[src/rtl/pc_sequencer.sv]
// Registered next-PC unit for the fetch front end.
// Sequential, region jump, branch, register jump, call/return with a circular RAS.
module pc_sequencer #(
    parameter int ADDR_W    = 32,
    parameter int REGION_W  = 4,
    parameter int TGT_W     = 26,
    parameter int OFF_W     = 16,
    parameter int PC_INC    = 1,
    parameter int RAS_DEPTH = 4,
    parameter logic [ADDR_W-1:0] RESET_PC = '0,
    localparam int CNT_W    = $clog2(RAS_DEPTH + 1)
) (
    input  logic              clk,
    input  logic              rst_n,
    input  logic              en,
    input  logic              flush,
    input  logic [ADDR_W-1:0] flush_pc,
    input  logic [2:0]        mode,
    input  logic [TGT_W-1:0]  jtarget,
    input  logic [OFF_W-1:0]  boffset,
    input  logic [ADDR_W-1:0] reg_target,
    output logic [ADDR_W-1:0] pc,
    output logic [ADDR_W-1:0] pc_plus,
    output logic [CNT_W-1:0]  ras_count,
    output logic              ras_ovf,
    output logic              ras_unf
);

    localparam int PAD_W = ADDR_W - REGION_W - TGT_W;
    localparam int PTR_W = (RAS_DEPTH > 1) ? $clog2(RAS_DEPTH) : 1;

    localparam logic [2:0] MODE_SEQ  = 3'd0;
    localparam logic [2:0] MODE_JUMP = 3'd1;
    localparam logic [2:0] MODE_BR   = 3'd2;
    localparam logic [2:0] MODE_JR   = 3'd3;
    localparam logic [2:0] MODE_CALL = 3'd4;
    localparam logic [2:0] MODE_RET  = 3'd5;

    // Upper REGION_W bits of pc survive a region jump; the rest come from jtarget.
    localparam logic [ADDR_W-1:0] REGION_MASK =
        ~({ADDR_W{1'b1}} >> REGION_W);

    generate
        if (PAD_W < 0) begin : g_bad_width
            $error("pc_sequencer: REGION_W + TGT_W exceeds ADDR_W");
        end
        if (RAS_DEPTH < 2) begin : g_bad_depth
            $error("pc_sequencer: RAS_DEPTH must be at least 2");
        end
    endgenerate

    logic [ADDR_W-1:0] ras_mem [RAS_DEPTH];
    logic [PTR_W-1:0]  ras_top;
    logic [PTR_W-1:0]  top_inc;
    logic [PTR_W-1:0]  top_dec;
    logic              ras_full;
    logic              ras_empty;

    logic [ADDR_W-1:0] jaddr;
    logic [ADDR_W-1:0] baddr;
    logic [ADDR_W-1:0] boff_ext;
    logic [ADDR_W-1:0] pc_nxt;
    logic              push;
    logic              pop;
    logic              ovf_nxt;
    logic              unf_nxt;

    assign pc_plus  = pc + ADDR_W'(PC_INC);
    assign boff_ext = ADDR_W'($signed(boffset));
    assign jaddr    = (pc & REGION_MASK) | ADDR_W'(jtarget);
    assign baddr    = pc_plus + boff_ext;

    assign ras_full  = (ras_count == CNT_W'(RAS_DEPTH));
    assign ras_empty = (ras_count == '0);

    assign top_inc = (ras_top == PTR_W'(RAS_DEPTH - 1))
                   ? '0 : ras_top + PTR_W'(1);
    assign top_dec = (ras_top == '0)
                   ? PTR_W'(RAS_DEPTH - 1) : ras_top - PTR_W'(1);

    always_comb begin
        pc_nxt  = pc_plus;
        push    = 1'b0;
        pop     = 1'b0;
        ovf_nxt = 1'b0;
        unf_nxt = 1'b0;
        if (flush) begin
            pc_nxt = flush_pc;
        end else if (!en) begin
            pc_nxt = pc;
        end else begin
            case (mode)
                MODE_SEQ:  pc_nxt = pc_plus;
                MODE_JUMP: pc_nxt = jaddr;
                MODE_BR:   pc_nxt = baddr;
                MODE_JR:   pc_nxt = reg_target;
                MODE_CALL: begin
                    pc_nxt  = jaddr;
                    push    = 1'b1;
                    ovf_nxt = ras_full;
                end
                MODE_RET: begin
                    if (!ras_empty) begin
                        pc_nxt = ras_mem[ras_top];
                        pop    = 1'b1;
                    end else begin
                        unf_nxt = 1'b1;
                    end
                end
                default:   pc_nxt = pc_plus;
            endcase
        end
    end

    always_ff @(posedge clk or negedge rst_n) begin
        if (!rst_n) begin
            pc        <= RESET_PC;
            ras_top   <= '0;
            ras_count <= '0;
            ras_ovf   <= 1'b0;
            ras_unf   <= 1'b0;
            for (int i = 0; i < RAS_DEPTH; i++) begin
                ras_mem[i] <= '0;
            end
        end else begin
            pc      <= pc_nxt;
            ras_ovf <= ovf_nxt;
            ras_unf <= unf_nxt;
            // A full stack wraps onto its oldest slot, so count saturates.
            if (push) begin
                ras_mem[top_inc] <= pc_plus;
                ras_top          <= top_inc;
                if (!ras_full) begin
                    ras_count <= ras_count + CNT_W'(1);
                end
            end else if (pop) begin
                ras_top   <= top_dec;
                ras_count <= ras_count - CNT_W'(1);
            end
        end
    end

endmodule

[config.mk]
export PLATFORM = sky130hd
export DESIGN_NAME = pc_sequencer
export DESIGN_NICKNAME = d
export VERILOG_FILES = /design/src/rtl/pc_sequencer.sv
export SDC_FILE = /design/constraint.sdc
export NUM_CORES = 1
export LEC_CHECK = 0
export CORE_MARGIN = 5
export CORE_UTILIZATION = 49
export CTS_CLUSTER_SIZE = 24
export DETAILED_ROUTE_END_ITERATION = 8
export PLACE_DENSITY = 0.81
export SLEW_MARGIN = 20
export SYNTH_ARGS = -nofsm -noshare
export SYNTH_HDL_FRONTEND = slang
export SYNTH_SLANG_ARGS = --single-unit
export TNS_END_PERCENT = 10
[constraint.sdc]
create_clock -name clk -period 3.7 [get_ports clk]
set_clock_uncertainty 0.15 [all_clocks]
set_input_delay 0.74 -clock clk [delete_from_list [all_inputs] [get_ports clk]]
set_output_delay 0.74 -clock clk [all_outputs]
set_load 0.03 [all_outputs]
==> results.ini <==
[run_status]
status = finished, violations left
violations = setup timing

[setup_path]
worstSetupPathDepth = 16
worst_ep_arrival_time_ns = 3.98
cp-start-kind = flop
slowest_delay_ns = 0.40
r2r-end = pc[24]
r2r_cells = 16
worstSetupEndpointType = flop
crit_required_ns = 3.87
rrSetupSlack_ns = -0.11
path_buf_inv = 2
worstSetupStartpoint = pc[4]
crit_family = compound AO/OA/AOI/OAI gates
crit_slowest_cell = ha_1
rr_startpoint = pc[4]
critPathMaxFanout = 6
endpoint = pc[24]
crit_chain = nand4_4, nor2_4, buf_4, nand2_1, nor2_1, xnor2_1, inv_1, ha_1, a21oi_4, o21a_1, nor3_1, a211o_1, o41ai_4, xor2_1, o221ai_1, o311a_1
worstSetupPathType = flop to flop

[power]
ir_drop_mv = 0.324
p_leak_nw = 6.32
clkPwrFrac_pct = 22.3
total_power_mw = 7.73
seqPwrFrac_pct = 36.4
p_sw_mw = 2.96
p_int_mw = 4.77
combPwrFrac_pct = 41.3
cellPowerDensity_mw_per_mm2 = 534
swShare_pct = 38.3

[place]
post-dp-hpwl_mm = 26.2
gp_congestion = 0.942
place_inst = 1676
dpl_cell_area_sq_mm = 0.0135
port_buffers = 181

[global_routing]
grt_max_degree = 83
grt_pass1_vias = 10331
grt_overflow = 0
grt_pass1_wl_mm = 56.5
grt.total_usage_pct = 29.1
antenna_found_initial = 0

[timing]
max-slew-margin-rel_pct = 42.4
fmax_ghz = 0.262
fin_crit_sh_pct = 103
hold_viol = 0
worst_slew_pin_slew_ns = 0.864
rsz0062_at_grt = true
min_period_ns = 3.81
setup-tns-final_ns = -0.415
setup_viol = 9
final_max_slew_viol_count = 0
setup_ws_ns = -0.114

[synthesis]
synth_edf_count = 0
yosysTopAreaCell = dfrtp_1
synth_compound_area_share_pct = 23.1
synthTopCellsByArea = dfrtp_1 (39%), o21ai_0 (8.8%), nand2_1 (6.9%)
synth_cells = 1178
async_flop_share_pct = 100
yosysUniqueCellTypes = 75
synth_area_sq_mm = 0.0106
synth_warnings = 0
muxShareOfSynthArea_pct = 7.54
yosys.area_share.simple_pct = 15.8
syn_avg_cell_area_sq_um = 9.03
synth_nets = 1337
synth-seq-area-share_pct = 39.3
synthFlopType = dfrtp_1
synth_top_area_share_pct = 39.3
synth.most_common_cell = nand2_1
synth_xor_xnor_area_share_pct = 4.27
synth_common_cells = nand2_1 (196), o21ai_0 (187), dfrtp_1 (167)
ys_ff_latch = 167
synth_top_family_by_area = compound AO/OA/AOI/OAI gates
synthAdderAreaFrac_pct = 5.55

[floorplan]
die_area_sq_mm = 0.0248
coreArea_sq_mm = 0.0216
die-height_um = 157
row_count = 54
start_util_pct = 49.2
io-pin-count = 182
die_w_um = 157

[cts]
cts-root-buf = clkbuf_16
clkTransAtPathRegs_ns = 0.07
cts_sinks = 167
h-tree-depth = 4
cts_buffer_depth = 2
tritoncts = done
clkLatencyLatePin_ns = 0.44
cts_buffers = 17

[layout]
utilization_pct = 67.0
syn2layout_area_growth_pct = 36.1
drive_gt1_share_pct = 20.3
final_area_sq_mm = 0.0145
fin_nets = 1587
diodes = 0
fin_cells = 1721
n_fill_cell = 1649

[detailed_routing]
drc = 0
antenna_left = 0
drt-initial-drc-count = 1437
vias = 10689
dr.pass1.iters = 6
wl_mm = 36.9
viasPerCell = 6.21
wl_per_cell_um = 21.5

[job]
max-cap-violations = 0

[worst_hold_path]
hp-class = primary input to asynchronous set/reset pin

==> flip-flops by register name (all words and copies together) (netlist names) <==
signal and count:
ras_ovf 1, pc 32, ras_unf 1, ras_mem 128, ras_top 2, ras_count 3
==> per-stage QoR <==
step | setup slack (ns) | hold slack [ns]
floorplan | -0.0295 | 0.294
global placement | -0.0220 | 0.306
detailed placement | -0.0766 | 0.316
CTS | -0.0134 | 0.212
global route | -0.208 | 0.235
finish | -0.114 | 0.177
==> cells in the final DEF, fill, tap and decap left out, types with 9 or more instances in the layout <==
| master | n |
|---|---|
| nand3_1 | 27 |
| nand2_1 | 195 |
| nand2b_1 | 10 |
| clkdlybuf4s50_1 | 171 |
| xor2_2 | 9 |
| inv_2 | 9 |
| xor2_1 | 17 |
| a211oi_1 | 9 |
| ha_1 | 34 |
| nor2_1 | 48 |
| inv_1 | 36 |
| o21ai_0 | 186 |
| a221o_1 | 20 |
| mux4_2 | 32 |
| clkbuf_16 | 17 |
| o2111ai_1 | 11 |
| xnor2_1 | 17 |
| o221ai_1 | 9 |
| buf_4 | 123 |
| dfrtp_1 | 149 |
| a21oi_1 | 54 |
| nor3_1 | 11 |
| dfrtp_2 | 18 |
| a21o_1 | 24 |
==> power groups by stage <==
stage	clock network, mW	logic, mW	registers [mW]
after global placement	0	2.94	2.76
after detailed placement	0	3.03	2.81
after global routing	1.80	3.46	2.87
final	1.72	3.20	2.81
after CTS	1.71	3.07	2.80
after floorplan	0	1.84	2.79
==> logic make-up (layout without fill, tap and decap cells) <==
family | count (synthesis) | count (layout)
AND/OR/NAND/NOR | 361 | 361
adder cells (fa/ha/maj) | 46 | 46
buffers and inverters | 122 | 385
XOR/XNOR | 51 | 51
AO/OA/AOI/OAI | 391 | 391
multiplexers | 40 | 40
flip-flops | 167 | 167
==> how the worst min path moves through the flow <==
stage                      startpoint          end  cells past startpoint
final                           rst_n   ras_mem[1]                      1
after global routing            rst_n  ras_mem[65]                      1
after CTS                       rst_n   ras_mem[1]                      1
after detailed placement  ras_mem[26]  ras_mem[26]                      2
after global placement    ras_mem[43]  ras_mem[43]                      2
after floorplan                 rst_n        pc[0]                      0
==> cell type report <==
type	instances	area, sq um	share of cell area [%]
flip-flops and latches	167	4200	29.0
inverters	45	169	1.17
well taps	280	350	2.42
repair buffers	308	2810	19.4
clock inverters	13	113	0.778
clock buffers	19	443	3.06
multi-input cells	889	6390	44.1
==> timing repair <==
item	in CTS	in global routing
pin swaps	2	28
resized for setup	7	51
endpoints found under the setup margin	12	23
hold endpoints to repair	0	0
cloned	0	0
hold buffers	0	0
buffers inserted	0	13
==> layer usage <==
layer | track usage (%) | wire length [um] | vias up | part of all wire, %
met5 | 0 | 0 | - | 0
met4 | 9.42 | 1100 | 0 | 3.0
met3 | 5.97 | 3480 | 83 | 9.4
met2 | 45.0 | 17300 | 617 | 47
met1 | 41.5 | 15100 | 5225 | 41
li1 | - | - | 4764 | -
(Power assumes the default switching activity.)
